$ cat src/rtl/fifo_wr_arbiter.sv
// Round-robin arbiter sharing one FIFO write port among NUM_REQ valid/ready requesters.
// Bursts of up to MAX_BURST words; a local credit counter keeps the FIFO from overflowing.
module fifo_wr_arbiter #(
    parameter int unsigned NUM_REQ       = 4,
    parameter int unsigned DATA_WIDTH    = 8,
    parameter int unsigned ADDRESS_WIDTH = 4,
    parameter int unsigned MAX_BURST     = 4
) (
    input  logic                          clk_i,
    input  logic                          rst_ni,
    input  logic [NUM_REQ-1:0]            req_valid_i,
    input  logic [NUM_REQ*DATA_WIDTH-1:0] req_data_i,
    output logic [NUM_REQ-1:0]            req_ready_o,
    output logic                          fifo_wr_en_o,
    output logic [DATA_WIDTH-1:0]         fifo_data_in_o,
    input  logic                          fifo_rd_pop_i,
    output logic [ADDRESS_WIDTH:0]        level_o,
    output logic [$clog2(NUM_REQ)-1:0]    grant_id_o,
    output logic                          busy_o,
    output logic                          underflow_err_o
);

    localparam int unsigned Depth = 2 ** ADDRESS_WIDTH;
    localparam int unsigned GidW  = $clog2(NUM_REQ);
    localparam int unsigned LvlW  = ADDRESS_WIDTH + 1;

    typedef enum logic [0:0] {StIdle, StGrant} state_e;

    state_e                state_q, state_d;
    logic [GidW-1:0]       grant_q, grant_d;
    logic [GidW-1:0]       last_q, last_d;
    logic [LvlW-1:0]       burst_q, burst_d;
    logic                  wr_en_q, wr_en_d;
    logic [DATA_WIDTH-1:0] data_q, data_d;
    logic [LvlW-1:0]       level_q, level_d;
    logic                  uflow_q, uflow_d;
    logic                  has_credit;
    logic                  accept;
    logic [DATA_WIDTH-1:0] grant_word;

    // First valid requester searching upward from last+1, wrapping modulo NUM_REQ.
    function automatic logic [GidW-1:0] rr_pick(input logic [NUM_REQ-1:0] v,
                                                 input logic [GidW-1:0]    last);
        int idx;
        rr_pick = last;
        for (int k = int'(NUM_REQ); k >= 1; k--) begin
            idx = (int'(last) + k) % int'(NUM_REQ);
            if (v[idx]) rr_pick = GidW'(idx);
        end
    endfunction

    assign has_credit = (level_q < LvlW'(Depth));
    assign grant_word = req_data_i[int'(grant_q)*int'(DATA_WIDTH) +: DATA_WIDTH];

    always_comb begin
        state_d     = state_q;
        grant_d     = grant_q;
        last_d      = last_q;
        burst_d     = burst_q;
        wr_en_d     = 1'b0;
        data_d      = data_q;
        req_ready_o = '0;
        accept      = 1'b0;
        case (state_q)
            StIdle: begin
                if (|req_valid_i) begin
                    grant_d = rr_pick(req_valid_i, last_q);
                    last_d  = grant_d;
                    burst_d = '0;
                    state_d = StGrant;
                end
            end
            StGrant: begin
                req_ready_o[grant_q] = has_credit;
                accept = req_valid_i[grant_q] & has_credit;
                if (accept) begin
                    wr_en_d = 1'b1;
                    data_d  = grant_word;
                    burst_d = burst_q + LvlW'(1);
                    if (burst_q == LvlW'(MAX_BURST - 1)) state_d = StIdle;
                end else if (!req_valid_i[grant_q]) begin
                    // Requester withdrew; a credit stall with valid held keeps the grant.
                    state_d = StIdle;
                end
            end
            default: state_d = StIdle;
        endcase
    end

    always_comb begin
        level_d = level_q;
        uflow_d = uflow_q;
        if (fifo_rd_pop_i && level_q == '0) uflow_d = 1'b1;
        if (accept && !fifo_rd_pop_i) begin
            level_d = level_q + LvlW'(1);
        end else if (!accept && fifo_rd_pop_i && level_q != '0) begin
            level_d = level_q - LvlW'(1);
        end
    end

    always_ff @(posedge clk_i or negedge rst_ni) begin
        if (!rst_ni) begin
            state_q <= StIdle;
            grant_q <= '0;
            last_q  <= GidW'(NUM_REQ - 1);
            burst_q <= '0;
            wr_en_q <= 1'b0;
            data_q  <= '0;
            level_q <= '0;
            uflow_q <= 1'b0;
        end else begin
            state_q <= state_d;
            grant_q <= grant_d;
            last_q  <= last_d;
            burst_q <= burst_d;
            wr_en_q <= wr_en_d;
            data_q  <= data_d;
            level_q <= level_d;
            uflow_q <= uflow_d;
        end
    end

    assign fifo_wr_en_o    = wr_en_q;
    assign fifo_data_in_o  = data_q;
    assign level_o         = level_q;
    assign grant_id_o      = grant_q;
    assign busy_o          = (state_q == StGrant);
    assign underflow_err_o = uflow_q;

endmodule

$ cat config.mk
export PLATFORM = sky130hd
export DESIGN_NAME = fifo_wr_arbiter
export DESIGN_NICKNAME = d
export VERILOG_FILES = /design/src/rtl/fifo_wr_arbiter.sv
export SDC_FILE = /design/constraint.sdc
export NUM_CORES = 1
export LEC_CHECK = 0
export ABC_AREA = 1
export CAP_MARGIN = 0
export CORE_MARGIN = 2
export CORE_UTILIZATION = 40
export DETAILED_ROUTE_END_ITERATION = 8
export HOLD_SLACK_MARGIN = 0.05
export PLACE_DENSITY_LB_ADDON = 0.15
export SLEW_MARGIN = 10
export SYNTH_ARGS = -nofsm -noshare
export SYNTH_HDL_FRONTEND = slang
export SYNTH_SLANG_ARGS = --single-unit
$ cat constraint.sdc
create_clock -name clk_i -period 1.7 [get_ports clk_i]
set_input_delay 0.425 -clock clk_i [delete_from_list [all_inputs] [get_ports clk_i]]
set_output_delay 0.425 -clock clk_i [all_outputs]
set_load 0.01 [all_outputs]
### After elaboration in Yosys (flattened, before gate mapping)

Index checks and enable logic that the tools add are counted.

| word-level totals | value |
|---|---|
| register bits after elaboration | 25 |
| input port bits | 39 |
| output and inout port bits | 22 |
| logic and storage cells | 85 |

| cells by class | value |
|---|---|
| add/subtract/negate cells | 7 |
| order comparisons | 7 |
| equal/unequal tests | 3 |
| shifts and indexed selects | 1 |
| muxes and demuxes | 34 |
| bitwise operators | 7 |
| reduce and logical (&&, ||, !) cells | 18 |

Operators by type and width:

| operator | number |
|---|---|
| variable part select 32 x 6 -> 8 bit | 1 |
| 2-to-1 mux 5 bit | 4 |
| 2-to-1 mux 1 bit | 17 |
| less-than comparator 3 x 4 -> 1 bit (second input constant) | 4 |
| adder 5 x 1 -> 5 bit (second input constant) | 2 |
| binary-select mux 1 bit (select 2 bit) | 5 |
| case mux 5 bit (2 select lines) | 1 |
| 2-to-1 mux 2 bit | 4 |
| OR reduction 2 bit | 4 |
| AND reduction 2 bit | 3 |
| equality test 5 x 2 -> 1 bit (second input constant) | 1 |
| logical AND 1 bit | 5 |
| logical NOT 5 bit | 1 |
| less-than comparator 5 bit (second input constant) | 1 |
| nonzero test 5 bit | 1 |
| subtractor 5 x 1 -> 5 bit (second input constant) | 1 |
| adder 2 x 1 -> 2 bit (second input constant) | 2 |
| adder 2 bit (second input constant) | 2 |
| bitwise AND 1 bit (first input constant) | 4 |
| bitwise AND 4 bit | 1 |
| 2-to-1 mux 4 bit | 1 |
| OR reduction 4 bit | 1 |
| less-than comparator 2 x 3 -> 1 bit (second input constant) | 1 |
| demux 1 bit (select 2 bit) | 1 |
| other kinds (8) | 9 |

### Longest topological paths before layout

Gate-level depths: netlist (run 1).

| logic depth | value |
|---|---|
| depth in word-level cells | 10 |
| mapped depth | 14 |
| gate-level depth less buffers | 13 |

### Least setup slack after synthesis (run 1)

OpenSTA, ideal clock, no wires.

| timing path | value |
|---|---|
| kind | register -> register |
| from | register grant_q[0], in the netlist grant_id_o[0] |
| to | register level_q[4], in the netlist level_o[4] |
| setup time | 116 ps |
| arrival | 1,820 ps |
| required time | 1,584 ps |
| setup slack | -236 ps |
| stages on the path, launching flop included | 15 |
| path buffers | 1 |
| period minus slack after synthesis | 1,936 ps |
| cells stage by stage | dfrtp_1 -> buf_6 -> inv_4 -> nand2_1 -> nand2_1 -> nand2_1 -> nand2_2 -> nand3_2 -> fa_1 -> nand2_1 -> nand2_1 -> a21oi_1 -> nand2_1 -> nand2_1 -> nand2_1 |

| on the way | value |
|---|---|
| longest elaborated chain between the ends | 8 |
| elaborated cells on any way between the ends | 10 |
| classes of those cells | mux (4); bitwise (1); reduce/logical (5) |

Ends and longest elaborated chain:

| item | line | source |
|---|---|---|
| start: declaration | 30 | `logic [GidW-1:0] grant_q, grant_d;` |
| start signal: assignment | 113 | `grant_q <= grant_d;` |
| binary-select mux 1 bit (select 2 bit) * | 75 | `accept = req_valid_i[grant_q] & has_credit;` |
| 2-to-1 mux 1 bit (not written as such) * | 75 |  |
| bitwise AND 1 bit * | 75 |  |
| 2-to-1 mux 1 bit * | 64 | `case (state_q)` |
| logical NOT 1 bit | 96 | `end else if (!accept && fifo_rd_pop_i && level_q != '0) begin` |
| logical AND 1 bit (2 in series) | 96 |  |
| nonzero test 2 bit (no source line) | n/a |  |
| end signal: assignment | 118 | `level_q <= level_d;` |
| end: declaration | 35 | `logic [LvlW-1:0] level_q, level_d;` |

Mark *: on every way between the ends. The rest lies on a longest branch, timed or not. The select of a mux whose other input is x is not followed.
A chain may end at the register's enable or synchronous reset.

### Worst setup path in the final report (run 1)

Same ends and word-level chain as after synthesis.

==> impl_metrics.json, run 1 <==
{
  "multiInputGateArea_sq_um": 963.4,
  "ys_seq_area_share_pct": 38.20,
  "place_ws_ns": -0.5208,
  "fmax_ghz": 0.5441,
  "slew_violations": 0,
  "status": "finished with violations",
  "p_leak_nw": 1.320,
  "port_buffers": 60,
  "layout.area.seq_sq_um": 630.6,
  "cts.htree.levels": 1,
  "grt_usage_pct": 19.83,
  "path_class": "flip-flop to flip-flop",
  "arrival_ns": 2.00,
  "rows": 23,
  "cts_hold_buf": 0,
  "rr_startpoint": "grant_id_o[0]",
  "synth_top_area_cell": "dfrtp_1",
  "diodes": 0,
  "start_kind": "flip-flop",
  "irDropWorstVdd_mv": 0.8658,
  "violations": "negative setup slack",
  "syn_nets": 272,
  "rsz0062_at_grt": "true",
  "syn_to_final_growth_pct": 62.40,
  "cts_made_buffers": 3,
  "cts.sinks": 25,
  "grt_pass1_wl_um": 7044,
  "hold_start": "fifo_data_in_o[3]",
  "ys_seq_elements": 25,
  "die_w_um": 68.11,
  "setup_viol": 4,
  "layout_common_cells": "nand2_1 (75), clkdlybuf4s50_1 (46), buf_4 (34), inv_1 (26), nand3_1 (25)",
  "synth_area_leaders": "dfrtp_1 (35%), nand2_1 (18%), nand3_1 (8.2%)",
  "finalCritPeriodShare_pct": 108.1,
  "wl_per_cell_um": 12.27,
  "end_kind": "flip-flop",
  "tightest_slew_ns": 0.3831,
  "fill_cells": 329,
  "crit_start": "grant_id_o[0]",
  "cp_top_family": "simple AND/OR/NAND/NOR gates",
  "antenna_found_initial": 0,
  "synth_warnings": 0,
  "ys_types": 27,
  "worst_hold_slack_ns": 0.4911,
  "synth_top_cell_area_share_pct": 35.01,
  "path_clk_slew_ns": 0.09,
  "drt_iter0_drc": 54,
  "routabilityCongestion": 0.8354,
  "critPathSlowestCell": "dfrtp_2",
  "vias_per_cell": 4.708,
  "overflow": 0,
  "io_pins": 61,
  "p_per_area_nw_per_um2": 1781,
  "dp_hpwl_um": 3342,
  "start_util_pct": 41.40,
  "drt.antenna.violating_nets": 0,
  "syn_avg_cell_area_sq_um": 7.211,
  "required_ns": 1.86,
  "die_h_um": 68.11,
  "crit_buf_inv": 1,
  "period_minus_slack_ns": 1.838,
  "layout_commonest_cell": "nand2_1",
  "hold_viol": 0,
  "insertion_delay_ns": 0.27,
  "die_area_sq_um": 4639,
  "via_count": 1756,
  "cts_buffer_depth": 2,
  "firstDrtPassIters": 4,
  "worstPathMaxFanout": 5,
  "root_buffer": "clkbuf_8",
  "crit_chain": "inv_4, nand2_2, nand2_1, nand2_1, nand2_2, nand3_4, fa_2, nand2_2, nand2_2, a21oi_2, nand2_1, nand2_1, nand2_1",
  "core_sq_um": 3971,
  "grt_max_degree": 26,
  "drc_errors": 0,
  "fin_setup_tns_ns": -0.3646,
  "syn_inst": 228,
  "layout-drive-gt1-share_pct": 23.84,
  "cts_tree": "built",
  "hold_class": "flip-flop to flip-flop",
  "slowest_delay_ns": 0.47,
  "synth_area_sq_um": 1644,
  "cp_common_cell": "nand2_1",
  "layout_setup_ws_ns": -0.1379,
  "drv_cap": 0,
  "final_nets": 368,
  "worst_slew_margin_rel_pct": 74.26,
  "skew_ns": 0.003116,
  "wirelength_um": 4575,
  "grt_pass1_vias": 1662
}
-- state kept, by name, indices dropped and copies added, names as in the netlist --
signal           flops
last_q               2
fifo_data_in_o       8
burst_q              5
fifo_wr_en_o         1
level_o              5
underflow_err_o      1
grant_id_o           2
busy_o               1
-- cell type report --
cell class,instances,area share [%]
multi-input combinational,171,36.08
sequential,25,23.62
timing repair buffer,96,32.38
inverter,27,3.889
tap,50,2.343
clock buffer,4,1.687
-- power breakdown --
part	switching [mW]	internal, mW	leakage [nW]
clock network	0.186	0.168	0.0228
registers	0.215	0.886	0.308
logic	1.71	1.59	0.990
-- tightest hold or removal path: stages, from the launching register on --
cell and delay [ns]:
dfrtp_1 0.35, nand2_1 0.05, o21ai_0 0.06
-- per-stage QoR --
| step | instances | utilization (%) | total power, mW | area, sq um |
|---|---|---|---|---|
| 6_report | 373 | 67.23 | 4.756 | 2670 |
| 5_1_grt | 373 | 67.23 | 5.180 | 2670 |
| 4_1_cts | 369 | 65.53 | 4.541 | 2603 |
| 3_5_place_dp | 360 | 62.54 | 4.046 | 2484 |
| 3_3_place_gp | 360 | 62.54 | 4.009 | 2484 |
| 2_1_floorplan | 228 | - | 2.783 | 1654 |
-- logic make-up after synthesis --
kind of cell,count (synthesis),synth area share [%]
XOR/XNOR,4,2.588
flip-flops,25,38.20
AO/OA/AOI/OAI,32,10.73
buffers and inverters,32,8.523
AND/OR/NAND/NOR,130,35.69
adder cells (fa/ha/maj),5,4.262
-- Yosys cell counts --
master	number
a21oi_1	11
buf_2	2
buf_4	2
buf_6	1
dfrtp_1	23
dfstp_2	2
fa_1	1
ha_1	4
inv_1	26
inv_4	1
nand2_1	81
nand2_2	1
nand2_4	4
nand3_1	27
nand3_2	2
nand4_1	3
nor2_1	5
nor2_2	2
nor3_1	4
o211ai_1	1
o21ai_0	13
o21ai_1	3
o21ai_2	3
o21bai_1	1
or2_2	1
xor2_1	3
xor2_2	1
-- per-layer routing --
metal / wire length (um) / global-route usage [%]
met5: 0 / 0
met4: 0 / 3.250
met3: 261 / 3.618
met2: 2186 / 36.41
met1: 2128 / 24.43
-- what timing repair did --
item / 4_1_cts / 5_1_grt
setup endpoints to repair: 14 / 9
gates resized for setup: 31 / 12
pin swaps: 7 / 12
setup buffers: 5 / 4
-- worst paths after layout --
check | to | slack, ns | cells past startpoint
max | level_o[4] | -0.14 | 13
min | fifo_data_in_o[3] | 0.49 | 2
max reg2reg | level_o[4] | -0.14 | 13
min reg2reg | fifo_data_in_o[3] | 0.49 | 2
max in group asynchronous | last_q[1] | 0.89 | 2
min in group asynchronous | level_o[0] | 0.51 | 2
(Power assumes the default switching activity.)
==> inputs of run 2 (changes only) <==
- CORE_UTILIZATION: 40 -> 56
- DONT_BUFFER_PORTS: not set -> 1
==> run 2 against run 1 <==
The run still ends with negative setup slack left. Global-route usage rose by 3.9 points. Wire length fell by 12%. Register-to-register slack got worse by 0.05 ns. Sequential power rose by 9%. Critical path type unchanged. Largest power group unchanged.
==> impl_metrics.json, run 2 (synthesis gave the netlist of run 1 again) <==
{
  "wirelength_um": 4019,
  "arrival_ns": 2.11,
  "dp_hpwl_um": 2878,
  "rr_startpoint": "grant_id_o[0]",
  "drc_errors": 0,
  "rr_worst_depth": 13,
  "p_per_area_nw_per_um2": 2038,
  "period_minus_slack_ns": 1.890,
  "cts_made_buffers": 3,
  "drt_iter0_drc": 116,
  "cts_buffer_depth": 2,
  "rsz0062_at_grt": "true",
  "crit_buf_inv": 1,
  "grt_max_degree": 26,
  "vias_per_cell": 5.661,
  "grt_pass1_vias": 1438,
  "finalCritPeriodShare_pct": 111.2,
  "status": "finished with violations",
  "cp_common_cell": "nand2_1",
  "stdcell_count": 289,
  "diodes": 0,
  "utilization_pct": 73.28,
  "slowest_delay_ns": 0.47,
  "routabilityCongestion": 0.8555,
  "overflow": 0,
  "finalPower_mw": 4.154,
  "io_pins": 61,
  "cts_tree": "built",
  "crit_start": "grant_id_o[0]",
  "start_kind": "flip-flop",
  "via_count": 1636,
  "r2r_slack_ns": -0.19,
  "layout_setup_ws_ns": -0.1900,
  "largest_reg_flops": 8,
  "skew_ns": 0.003366,
  "layout-drive-gt1-share_pct": 25.19,
  "setup_viol": 8,
  "drt.antenna.violating_nets": 0,
  "drv_cap": 0,
  "hold_class": "primary input to flip-flop",
  "crit_cells": 13,
  "cts.htree.levels": 1,
  "antenna_found_initial": 0,
  "root_buffer": "clkbuf_4",
  "fmax_ghz": 0.5291,
  "slew_violations": 0,
  "fill_cells": 228,
  "p_leak_nw": 1.040,
  "syn_to_final_growth_pct": 23.97,
  "core_sq_um": 2781,
  "irDropWorstVdd_mv": 1.611,
  "path_class": "flip-flop to flip-flop",
  "die_w_um": 58.19,
  "required_ns": 1.92,
  "wl_per_cell_um": 13.91,
  "placed_cells": 273,
  "path_clk_slew_ns": 0.13,
  "die_h_um": 58.19,
  "rows": 19,
  "insertion_delay_ns": 0.32,
  "port_buffers": 0,
  "hold_start": "req_data_i[30]",
  "layout_commonest_cell": "nand2_1",
  "tightest_slew_ns": 0.3607,
  "worstPathMaxFanout": 6,
  "endpoint": "level_o[4]",
  "end_kind": "flip-flop",
  "hold_viol": 0,
  "grt_pass1_wl_um": 6154,
  "crit_chain": "inv_4, nand2_1, nand2_1, nand2_1, nand2_2, nand3_4, fa_2, nand2_1, nand2_2, a21oi_2, nand2_1, nand2_1, nand2_1",
  "fin_setup_tns_ns": -0.7958,
  "layout_common_cells": "nand2_1 (79), nand3_1 (25), inv_1 (24), buf_4 (24), dfrtp_1 (22)",
  "final_nets": 303,
  "r2r_end": "level_o[4]",
  "firstDrtPassIters": 4,
  "worst_slew_margin_rel_pct": 75.95,
  "cp_top_family": "simple AND/OR/NAND/NOR gates",
  "grt_usage_pct": 23.69,
  "violations": "negative setup slack",
  "die_area_sq_um": 3385,
  "critPathSlowestCell": "dfrtp_2",
  "start_util_pct": 59.11,
  "cts.sinks": 25,
  "place_ws_ns": -0.1111
}
[run 2: cell count changes in the layout (fill, tap and decap cells not counted), moves of 4 or more]
| cell | before | now |
|---|---|---|
| clkdlybuf4s50_1 | 46 | 0 |
| dlygate4sd2_1 | 9 | 0 |
| buf_4 | 34 | 24 |
| nand2_2 | 7 | 2 |
| nand2_1 | 75 | 79 |
| buf_6 | 1 | 5 |
[run 2: metal layers]
metal | routed length [um] | global-route usage [%]
met5 | 0 | 0
met4 | 83 | 8.306
met3 | 290 | 4.464
met2 | 2067 | 40.75
met1 | 1578 | 29.81
[run 2: area by class of cell]
type / instances / area, sq um / area share, %
Clock buffer: 4 / 26.28 / 1.289
Inverter: 27 / 108.9 / 5.341
Multi-Input combinational cell: 171 / 968.4 / 47.51
Sequential cell: 25 / 629.4 / 30.88
Tap cell: 31 / 38.79 / 1.903
Timing Repair Buffer: 31 / 266.5 / 13.08
[run 2: where the power goes]
group,total [mW],switching [mW],internal [mW]
Combinational,2.70,1.53,1.16
Clock,0.262,0.170,0.0918
Sequential,1.20,0.313,0.883
[run 2: stage by stage]
stage          area [sq um]  hold slack, ns
2_1_floorplan          1654          0.1294
3_3_place_gp           1799          0.1299
3_5_place_dp           1799          0.1299
4_1_cts                1963          0.2678
5_1_grt                2038          0.2841
6_report               2038          0.2758
[run 2: worst min path at each step]
stage / end / slack, ns / depth (start not counted)
floorplan: burst_q[0] / 0.13 / 0
global route: fifo_data_in_o[6] / 0.28 / 2
finish: fifo_data_in_o[6] / 0.28 / 2
CTS: fifo_data_in_o[6] / 0.27 / 2
detailed placement: fifo_wr_en_o / 0.13 / 0
global placement: burst_q[1] / 0.13 / 0
[run 2: repair_timing]
| item | 4_1_cts | 5_1_grt |
|---|---|---|
| setup endpoints to repair | 7 | 8 |
| buffers inserted | 5 | 5 |
| hold endpoints to repair | 25 | 0 |
| cloned | 0 | 0 |
| resized for setup | 15 | 10 |
| hold buffers | 2 | 0 |
| pin swaps | 4 | 4 |
